$ cat src/rtl/anton_neopixel_frame_scheduler_pkg.sv
// Shared encodings and default widths for the NeoPixel frame scheduler.
package anton_neopixel_frame_scheduler_pkg;

  localparam logic [1:0] ENUM_SCHED_IDLE   = 2'd0;
  localparam logic [1:0] ENUM_SCHED_INIT   = 2'd1;
  localparam logic [1:0] ENUM_SCHED_STREAM = 2'd2;
  localparam logic [1:0] ENUM_SCHED_GAP    = 2'd3;

  localparam int unsigned GAP_BITS_DEFAULT       = 16;
  localparam int unsigned FRAME_CNT_BITS_DEFAULT = 16;

  typedef enum logic [1:0] {
    StIdle   = ENUM_SCHED_IDLE,
    StInit   = ENUM_SCHED_INIT,
    StStream = ENUM_SCHED_STREAM,
    StGap    = ENUM_SCHED_GAP
  } sched_state_e;

endpackage

$ cat src/rtl/anton_neopixel_frame_scheduler_if.sv
// Command/config/stream bundle for the frame scheduler.
// ANTON_DOUBLE_BUFFER_EN adds cmd_swap, bank_sel and swap_pending.
interface anton_neopixel_frame_scheduler_if
  import anton_neopixel_frame_scheduler_pkg::*;
#(
  parameter int unsigned GAP_BITS       = GAP_BITS_DEFAULT,
  parameter int unsigned FRAME_CNT_BITS = FRAME_CNT_BITS_DEFAULT
);
  logic                      cmd_start;
  logic                      cmd_stop;
  logic                      cmd_abort;
  logic                      cfg_loop;
  logic [GAP_BITS-1:0]       cfg_gap;
  logic                      stream_pixel_of;
  logic                      stream_sync_of;
  logic                      ctrl_init;
  logic                      ctrl_run;
  logic                      busy;
  logic                      frame_done;
  logic [FRAME_CNT_BITS-1:0] frame_count;
  logic                      stop_pending;
`ifdef ANTON_DOUBLE_BUFFER_EN
  logic                      cmd_swap;
  logic                      bank_sel;
  logic                      swap_pending;
`endif

  modport master (
    output cmd_start, cmd_stop, cmd_abort, cfg_loop, cfg_gap, stream_pixel_of, stream_sync_of,
`ifdef ANTON_DOUBLE_BUFFER_EN
    output cmd_swap,
    input  bank_sel, swap_pending,
`endif
    input  ctrl_init, ctrl_run, busy, frame_done, frame_count, stop_pending
  );

  modport slave (
    input  cmd_start, cmd_stop, cmd_abort, cfg_loop, cfg_gap, stream_pixel_of, stream_sync_of,
`ifdef ANTON_DOUBLE_BUFFER_EN
    input  cmd_swap,
    output bank_sel, swap_pending,
`endif
    output ctrl_init, ctrl_run, busy, frame_done, frame_count, stop_pending
  );

endinterface

$ cat src/rtl/anton_neopixel_gap_timer.sv
// Load/decrement down-counter timing the run-low gap between frames.
module anton_neopixel_gap_timer #(
  parameter int unsigned Width = 16
) (
  input  logic             clk_i,
  input  logic             rst_ni,
  input  logic             load_i,
  input  logic [Width-1:0] load_val_i,
  input  logic             dec_i,
  output logic [Width-1:0] count_o,
  output logic             expire_o
);
  logic [Width-1:0] count_d, count_q;

  always_comb begin
    count_d = count_q;
    if (load_i) begin
      count_d = load_val_i;
    end else if (dec_i && (count_q != '0)) begin
      count_d = count_q - 1'b1;
    end
  end

  always_ff @(posedge clk_i or negedge rst_ni) begin
    if (!rst_ni) begin
      count_q <= '0;
    end else begin
      count_q <= count_d;
    end
  end

  // Expiring on 1 makes the gap last exactly the loaded number of cycles.
  assign count_o  = count_q;
  assign expire_o = (count_q == Width'(1));

endmodule

$ cat src/rtl/anton_neopixel_frame_scheduler.sv
// Frame sequencer for the NeoPixel stream engine: init/run control, gaps, stop and abort.
// ANTON_DOUBLE_BUFFER_EN enables bank swapping at frame boundaries.
module anton_neopixel_frame_scheduler
  import anton_neopixel_frame_scheduler_pkg::*;
#(
  parameter int unsigned GAP_BITS       = GAP_BITS_DEFAULT,
  parameter int unsigned FRAME_CNT_BITS = FRAME_CNT_BITS_DEFAULT
) (
  input  logic                             clk7mhz,
  input  logic                             rstn,
  anton_neopixel_frame_scheduler_if.slave  bus
);
  sched_state_e              state_d, state_q;
  logic                      stop_d, stop_q;
  logic                      abort_d, abort_q;
  logic [FRAME_CNT_BITS-1:0] count_d, count_q;
  logic                      frame_done;
  logic                      gap_load, gap_dec, gap_expire;
  logic [GAP_BITS-1:0]       gap_count;
  logic                      unused_pixel_of;

  // The engine enters its latch phase on its own; pixel_of is informational here.
  assign unused_pixel_of = bus.stream_pixel_of ^ (^gap_count);

  anton_neopixel_gap_timer #(
    .Width (GAP_BITS)
  ) u_gap_timer (
    .clk_i      (clk7mhz),
    .rst_ni     (rstn),
    .load_i     (gap_load),
    .load_val_i (bus.cfg_gap),
    .dec_i      (gap_dec),
    .count_o    (gap_count),
    .expire_o   (gap_expire)
  );

  always_comb begin
    state_d    = state_q;
    stop_d     = stop_q;
    abort_d    = abort_q;
    gap_load   = 1'b0;
    gap_dec    = 1'b0;
    frame_done = 1'b0;
    if (state_q == StIdle) begin
      abort_d = 1'b0;
      if (bus.cmd_start && !bus.cmd_abort) begin
        state_d = StInit;
      end
    end else if (bus.cmd_abort) begin
      // One ctrl_init cycle lets the engine clear its indexes before idling.
      state_d = StInit;
      abort_d = 1'b1;
      stop_d  = 1'b0;
    end else begin
      case (state_q)
        StInit: begin
          if (abort_q) begin
            state_d = StIdle;
            abort_d = 1'b0;
            stop_d  = 1'b0;
          end else begin
            state_d = StStream;
            if (bus.cmd_stop) stop_d = 1'b1;
          end
        end
        StStream: begin
          if (bus.cmd_stop) stop_d = 1'b1;
          if (bus.stream_sync_of) begin
            frame_done = 1'b1;
            if (!bus.cfg_loop || stop_q || bus.cmd_stop) begin
              state_d = StIdle;
              stop_d  = 1'b0;
            end else if (bus.cfg_gap != '0) begin
              state_d  = StGap;
              gap_load = 1'b1;
            end
          end
        end
        StGap: begin
          gap_dec = 1'b1;
          if (bus.cmd_stop) begin
            state_d = StIdle;
            stop_d  = 1'b0;
          end else if (gap_expire) begin
            state_d = StStream;
          end
        end
        default: state_d = StIdle;
      endcase
    end
  end

  assign count_d = frame_done ? count_q + 1'b1 : count_q;

  always_ff @(posedge clk7mhz or negedge rstn) begin
    if (!rstn) begin
      state_q <= StIdle;
      stop_q  <= 1'b0;
      abort_q <= 1'b0;
      count_q <= '0;
    end else begin
      state_q <= state_d;
      stop_q  <= stop_d;
      abort_q <= abort_d;
      count_q <= count_d;
    end
  end

  assign bus.ctrl_init    = (state_q == StInit);
  assign bus.ctrl_run     = (state_q == StStream);
  assign bus.busy         = (state_q != StIdle);
  assign bus.frame_done   = frame_done;
  assign bus.frame_count  = count_q;
  assign bus.stop_pending = stop_q;

`ifdef ANTON_DOUBLE_BUFFER_EN
  logic bank_d, bank_q;
  logic swap_d, swap_q;

  always_comb begin
    bank_d = bank_q;
    swap_d = swap_q;
    if (bus.busy && bus.cmd_abort) begin
      swap_d = 1'b0;
    end else if (swap_q && (frame_done ||
                 (state_q == StIdle && bus.cmd_start && !bus.cmd_abort))) begin
      bank_d = ~bank_q;
      swap_d = bus.cmd_swap;
    end else if (bus.cmd_swap) begin
      swap_d = 1'b1;
    end
  end

  always_ff @(posedge clk7mhz or negedge rstn) begin
    if (!rstn) begin
      bank_q <= 1'b0;
      swap_q <= 1'b0;
    end else begin
      bank_q <= bank_d;
      swap_q <= swap_d;
    end
  end

  assign bus.bank_sel     = bank_q;
  assign bus.swap_pending = swap_q;
`endif

endmodule

$ cat src/flat_wrapper.sv
// flat-port wrapper written by rule: the top's interface ports become plain ports
module anton_neopixel_frame_scheduler_flat import anton_neopixel_frame_scheduler_pkg::*;
#(
  parameter int unsigned GAP_BITS       = GAP_BITS_DEFAULT,
  parameter int unsigned FRAME_CNT_BITS = FRAME_CNT_BITS_DEFAULT
)
  (clk7mhz, rstn, bus_cmd_start, bus_cmd_stop, bus_cmd_abort, bus_cfg_loop, bus_cfg_gap, bus_stream_pixel_of, bus_stream_sync_of, bus_ctrl_init, bus_ctrl_run, bus_busy, bus_frame_done, bus_frame_count, bus_stop_pending);
  anton_neopixel_frame_scheduler_if #(.GAP_BITS(GAP_BITS), .FRAME_CNT_BITS(FRAME_CNT_BITS)) bus_i ();
  input  logic clk7mhz;
  input  logic rstn;
  input wire logic [$bits(bus_i.cmd_start)-1:0] bus_cmd_start;
  input wire logic [$bits(bus_i.cmd_stop)-1:0] bus_cmd_stop;
  input wire logic [$bits(bus_i.cmd_abort)-1:0] bus_cmd_abort;
  input wire logic [$bits(bus_i.cfg_loop)-1:0] bus_cfg_loop;
  input wire logic [$bits(bus_i.cfg_gap)-1:0] bus_cfg_gap;
  input wire logic [$bits(bus_i.stream_pixel_of)-1:0] bus_stream_pixel_of;
  input wire logic [$bits(bus_i.stream_sync_of)-1:0] bus_stream_sync_of;
  output wire logic [$bits(bus_i.ctrl_init)-1:0] bus_ctrl_init;
  output wire logic [$bits(bus_i.ctrl_run)-1:0] bus_ctrl_run;
  output wire logic [$bits(bus_i.busy)-1:0] bus_busy;
  output wire logic [$bits(bus_i.frame_done)-1:0] bus_frame_done;
  output wire logic [$bits(bus_i.frame_count)-1:0] bus_frame_count;
  output wire logic [$bits(bus_i.stop_pending)-1:0] bus_stop_pending;
  assign bus_i.cmd_start = bus_cmd_start;
  assign bus_i.cmd_stop = bus_cmd_stop;
  assign bus_i.cmd_abort = bus_cmd_abort;
  assign bus_i.cfg_loop = bus_cfg_loop;
  assign bus_i.cfg_gap = bus_cfg_gap;
  assign bus_i.stream_pixel_of = bus_stream_pixel_of;
  assign bus_i.stream_sync_of = bus_stream_sync_of;
  assign bus_ctrl_init = bus_i.ctrl_init;
  assign bus_ctrl_run = bus_i.ctrl_run;
  assign bus_busy = bus_i.busy;
  assign bus_frame_done = bus_i.frame_done;
  assign bus_frame_count = bus_i.frame_count;
  assign bus_stop_pending = bus_i.stop_pending;
  anton_neopixel_frame_scheduler #(.GAP_BITS(GAP_BITS), .FRAME_CNT_BITS(FRAME_CNT_BITS)) u_core (.clk7mhz(clk7mhz), .rstn(rstn), .bus(bus_i));
endmodule
$ cat config.mk
export PLATFORM = sky130hd
export DESIGN_NAME = anton_neopixel_frame_scheduler_flat
export DESIGN_NICKNAME = d
export VERILOG_FILES = /design/src/rtl/anton_neopixel_frame_scheduler_pkg.sv /design/src/rtl/anton_neopixel_frame_scheduler_if.sv /design/src/rtl/anton_neopixel_gap_timer.sv /design/src/rtl/anton_neopixel_frame_scheduler.sv /design/src/flat_wrapper.sv
export SDC_FILE = /design/constraint.sdc
export NUM_CORES = 1
export LEC_CHECK = 0
export BUFFER_PORTS_ARGS = -buffer_cell sky130_fd_sc_hd__buf_4
export CORE_ASPECT_RATIO = 1.5
export CORE_UTILIZATION = 45
export CTS_CLUSTER_DIAMETER = 100
export DETAILED_ROUTE_END_ITERATION = 16
export GPL_TIMING_DRIVEN = 1
export PLACE_DENSITY = 0.68
export SYNTH_ARGS = -nofsm -noshare
export SYNTH_HDL_FRONTEND = slang
export SYNTH_SLANG_ARGS = --single-unit
$ cat constraint.sdc
create_clock -name clk7mhz -period 3.91 [get_ports clk7mhz]
set_input_delay 0.1955 -clock clk7mhz [delete_from_list [all_inputs] [get_ports clk7mhz]]
set_output_delay 0.1955 -clock clk7mhz [all_outputs]
set_load 0.01 [all_outputs]
Word level (Yosys, flattened, before mapping)
Cells that the tools add are included.
- register bits: 36
- input port bits: 24
- output and inout port bits: 21
- add/sub/neg operators: 2
- eq/ne operators: 9
- mux-type cells: 35
- bitwise logic cells: 1
- reductions and logical operators: 15
- operators with widths (kind ; number):
    16-bit two-way mux ; 2
    16-bit nonzero test ; 2
    1-bit two-way mux ; 22
    2-bit two-way mux ; 9
    16-bit by 1-bit adder with 16-bit output, second input constant ; 1
    16-bit by 1-bit == test with 1-bit output, second input constant ; 1
    16-bit by 1-bit subtractor with 16-bit output, second input constant ; 1
    2-bit case mux with 3 select lines ; 1
    5-bit by 2-bit inequality test with 1-bit output, second input constant ; 1
    5-bit by 3-bit inequality test with 1-bit output, second input constant ; 1
    2-bit == test, second input constant ; 2
    4-bit by 3-bit inequality test with 1-bit output, second input constant ; 1
    4-bit AND reduction ; 1
    2-bit nonzero test ; 2
    4-bit nonzero test ; 1
    3-bit inequality test, second input constant ; 1
    1-bit case mux with 3 select lines ; 1
    3-bit AND reduction ; 1
    3-bit nonzero test ; 1
    2-bit by 1-bit == test with 1-bit output, second input constant ; 1
    1-bit logical AND ; 2
    1-bit logical NOT ; 2
    2-bit logical NOT ; 1
    1-bit logical OR ; 2
    other kinds (2) ; 2

Longest topological paths before layout
- word-level depth: 9
- mapped depth: 8
- gate-level depth less buffers: 7

By module
From an unflattened synthesis, not the netlist that was laid out.
- cell total of the unflattened synthesis: 236
- area total of the unflattened synthesis: 2154.6 um2
- modules (own cells, without submodules) (module ; times used ; cells each ; area an instance (um2)):
    anton_neopixel_gap_timer ; 1 ; 132 ; 1102.3
    anton_neopixel_frame_scheduler ; 1 ; 104 ; 1052.3

Worst setup path after synthesis
No wires, ideal clock.
- path kind: register to register
- from: reg u_core.u_gap_timer.count_q[0], in the netlist u_core.u_gap_timer.count_o[0]
- to: reg u_core.u_gap_timer.count_q[12], in the netlist u_core.u_gap_timer.count_o[12]
- library setup time: 126 ps
- arrival time: 2066 ps
- data required time: 3784 ps
- path slack: 1718 ps
- stages on the path, launching flop included: 8
- buffers on the path: 1
- path through: dfrtp_1 inv_1 ha_1 or3b_2 clkbuf_1 nor4_1 mux2i_1 a221o_2
- word-level cells in the longest chain between the ends: 3
- elaborated cells on any way between the ends: 6
- RTL lines (item ; RTL line ; text):
    start: declaration ; anton_neopixel_gap_timer.sv:13 ; logic [Width-1:0] count_d, count_q;
    start signal: assignment ; anton_neopixel_gap_timer.sv:28 ; count_q <= count_d;
    16-bit by 1-bit subtractor with 16-bit output / 16-bit nonzero test (equally long branches) ; anton_neopixel_gap_timer.sv:20, anton_neopixel_gap_timer.sv:19 ;
    16-bit two-way mux / 1-bit logical AND (equally long branches) ; anton_neopixel_gap_timer.sv:19 ; end else if (dec_i && (count_q != '0)) begin
    16-bit two-way mux / 2-bit nonzero test (equally long branches) ; -- ;
Several ways; a longest one is shown, not always the timed one. The select of a mux whose other input is x is not followed.
A chain may end at the register's enable or synchronous reset.

Worst setup path in the final report
- from: reg u_core.u_gap_timer.count_q[0], in the netlist u_core.u_gap_timer.count_o[0]
- to: reg u_core.u_gap_timer.count_q[5], in the netlist u_core.u_gap_timer.count_o[5]
Same word-level chain as after synthesis.

==> flow_summary_export.csv <==
group,metric,value,unit
outcome,status,"finished clean",
floorplan,die_h,86.90,µm
critical_path,crit_path_end_kind,"register",
sta,slew_headroom,0.3591,
final_layout,area_delta_synth_final,21.35,%
critical_path,worstSetupPathType,"register to register",
detailed_routing,drc,0,
sta,fin_setup_tns,0,ns
critical_path,max_stage_delay,0.49,ns
critical_path,worst_path_max_delay_cell,"or4b_1",
synthesis,syn_inst,223,
synthesis,muxShareOfSynthArea,0.04688,
pwr,total_leakage_power,0.001182,µW
floorplan,die-width,58.60,µm
floorplan,std_cell_rows,30,
clock_tree,cts_tree,"built",
detailed_routing,wire_per_inst,14.89,µm
global_routing,grt_pass1_wl,8162,µm
sta,tightest_slew,0.9484,ns
detailed_routing,postRouteAntennaNets,0,
synthesis,syn_area_per_cell,9.695,µm²
sta,rsz0062_at_grt,"false",
synthesis,ys_seq_area_frac,0.4167,
global_routing,grt_max_degree,37,
global_routing,grt_pass1_vias,1807,
synthesis,synth-edff-count,0,
synthesis,yosys.area_share.adder,0.02315,
clock_tree,cts-root-buf,"clkbuf_8",
clock_tree,clock_sinks,36,
critical_path,worstPathBufferInverterCount,1,
place,gp_congestion,0.8198,
sta,clock.fmax,0.3968,GHz
synthesis,synthXorXnorAreaFrac,0.06887,
synthesis,synth-seq-cells,36,
global_routing,antenna_found_initial,0,
place,placedCellCount,319,
detailed_routing,avgViaCountPerCell,5.680,
clock_tree,worstSkewPairLatency,0.29,ns
pwr,powerDensity,572.2,mW/mm²
synthesis,synth_compound_area_frac,0.1412,
clock_tree,cts_buffer_depth,2,
final_layout,fillCellCount,429,
final_layout,diodes,0,
global_routing,overflow,0,
critical_path,required,4.09,ns
sta,drv_slew,0,
synthesis,ys_types,54,
final_layout,final_nets,291,
detailed_routing,wl,4884,µm
place,hpwl,3498,µm
synthesis,synth.cell_area,0.002162,mm²
pwr,vdd_drop_max,0.3959,mV
pwr,power,1501,µW
sta,skew,0.008472,ns
synthesis,yosysWarnings,0,
clock_tree,cts_resized,0,
detailed_routing,first_iter_violations,43,
clock_tree,cts_hold_buf,1,
run,cap_violations,0,
synthesis,synth_nets,251,
detailed_routing,firstDrtPassIters,4,
floorplan,io_pins,45,
global_routing,track_usage,0.2082,
floorplan,core,0.004579,mm²
critical_path,cp_max_fo,9,
synthesis,synth-simple-area-share,0.2517,
clock_tree,cts_htree_levels,2,
final_layout,fin_cells,328,
sta,min_period,2.520,ns
synthesis,ys.flop_type,"dfrtp_1",
detailed_routing,route.vias.total,1863,
sta,finalCritPeriodShare,0.6446,
sta,final_hold_viol_count,0,
critical_path,path_cells,"inv_1 > ha_1 > or4b_1 > nor4_4 > nand2b_1 > nor2_2 > a221o_1",
place,io_buffers,43,
synthesis,ys_async_sr_fraction,1.000,
floorplan,initial_core_util,0.4721,
hold_path,worstHoldPathType,"input pin to register",
clock_tree,path_clk_slew,0.08,ns
clock_tree,cts_buffers,5,
critical_path,critPathLaunchType,"register",
sta,setup_viol,0,
clock_tree,cts_setup_buffers,0,
floorplan,die_area,0.005092,mm²
final_layout,drive_gt1_frac,0.2424,
critical_path,critPathArrivalTime,2.70,ns
synthesis,synth_top_family_by_area,"simple AND/OR/NAND/NOR gates",
critical_path,critPathTopFamily,"simple AND/OR/NAND/NOR gates",
final_layout,final_util,0.5730,
[final timing paths]
path | slack, ns | cells after the start | startpoint | end
setup / recovery | 1.39 | 7 | u_core.u_gap_timer.count_o[0] | u_core.u_gap_timer.count_o[5]
hold / removal | 0.13 | 3 | bus_cfg_gap[10] | u_core.u_gap_timer.count_o[10]
setup reg to reg | 1.39 | 7 | u_core.u_gap_timer.count_o[0] | u_core.u_gap_timer.count_o[5]
hold reg to reg | 0.47 | 1 | u_core.bus.frame_count[15] | u_core.bus.frame_count[15]
max in group asynchronous | 3.16 | 2 | rstn | u_core.bus.frame_count[3]
min in group asynchronous | 0.40 | 2 | rstn | u_core.bus.frame_count[13]
[where the power goes]
part | internal (µW) | switching (µW)
registers | 475 | 136
logic | 268 | 297
clock network | 189 | 136
[Yosys cell counts (all sizes together), types with 2 or more instances]
master,n,area [µm²]
nand2,14,52.55
xor2,6,52.55
ha,4,50.05
buf,6,42.54
mux2i,9,90.09
a32oi,4,35.03
a21o,2,15.01
dfrtp,36,900.9
or4b,2,20.02
nor4,8,65.06
nor2b,3,18.77
and3,5,31.28
xnor2,11,96.34
clkbuf,6,23.77
a221o,7,71.32
nor2,23,96.35
nand3,6,30.03
and4,2,17.52
nand2b,3,26.27
o22ai,2,12.51
nor3,9,45.04
o21ai,9,45.04
o32ai,2,17.52
a21oi,6,30.03
nand4,5,31.28
inv,12,45.04
or4,3,31.28
[layer usage]
metal / up-vias / wire length (µm) / share of wire / track usage
li1: 897 / - / - / -
met2: 61 / 2436 / 0.50 / 0.3595
met3: 12 / 267 / 0.055 / 0.04309
met1: 893 / 2077 / 0.43 / 0.2505
met5: - / 0 / 0 / 0
met4: 0 / 102 / 0.021 / 0.08009
[placed cells by master (no fill, tap or decap), types with 2 or more instances in the layout]
cell / Yosys / final
buf_4: 0 / 44
nand4_1: 5 / 5
and3_1: 5 / 5
nand2_1: 14 / 14
ha_1: 4 / 4
and4_1: 2 / 2
nand3_1: 6 / 6
o32ai_1: 2 / 2
nor2b_1: 3 / 3
nand2b_1: 2 / 2
o22ai_1: 2 / 2
a21o_1: 2 / 2
inv_1: 12 / 12
xnor2_1: 11 / 11
nor2_1: 21 / 21
nor3_1: 9 / 9
a32oi_1: 4 / 4
or4_4: 2 / 2
dfrtp_1: 36 / 36
mux2i_1: 9 / 9
clkbuf_8: 0 / 5
a21oi_1: 6 / 6
o21ai_0: 9 / 9
nor4_1: 7 / 7
a221o_1: 6 / 6
xor2_1: 6 / 6
[state kept, by name, summed over array words and instances (netlist names)]
name                        flops
u_core.bus.frame_count         16
u_core.abort_q                  1
u_core.state_q                  2
u_core.bus.stop_pending         1
u_core.u_gap_timer.count_o     16
[kinds of logic after synthesis]
family / count (synthesis)
AND/OR/NAND/NOR: 91
AO/OA/AOI/OAI: 41
flip-flops: 36
buffers and inverters: 24
XOR/XNOR: 17
multiplexers: 10
adder cells (fa/ha/maj): 4
[area by class of cell]
type | count | area [µm²] | area share
multi-input cells | 163 | 1150 | 0.4382
flip-flops and latches | 36 | 900.9 | 0.3433
inverters | 12 | 45.04 | 0.01717
clock buffers | 6 | 72.57 | 0.02766
well taps | 64 | 80.08 | 0.03052
clock inverters | 2 | 35.03 | 0.01335
repair buffers | 45 | 340.3 | 0.1297
[metrics by stage]
step,instance area [µm²],hold WS (ns),worst slack [ns]
after CTS,2624,0.1255,1.421
after detailed placement,2506,0.1919,1.431
final,2624,0.1306,1.390
after global routing,2624,0.1470,1.211
after floorplan,2162,-0.1001,1.718
after global placement,2506,0.1871,1.459
[worst register-to-register path, cell delays in order, from the launching register on]
cell	delay (ns)
dfrtp_1	0.44
inv_1	0.11
ha_1	0.18
or4b_1	0.49
nor4_4	0.37
nand2b_1	0.44
nor2_2	0.10
a221o_1	0.29
(Power assumes the default switching activity.)
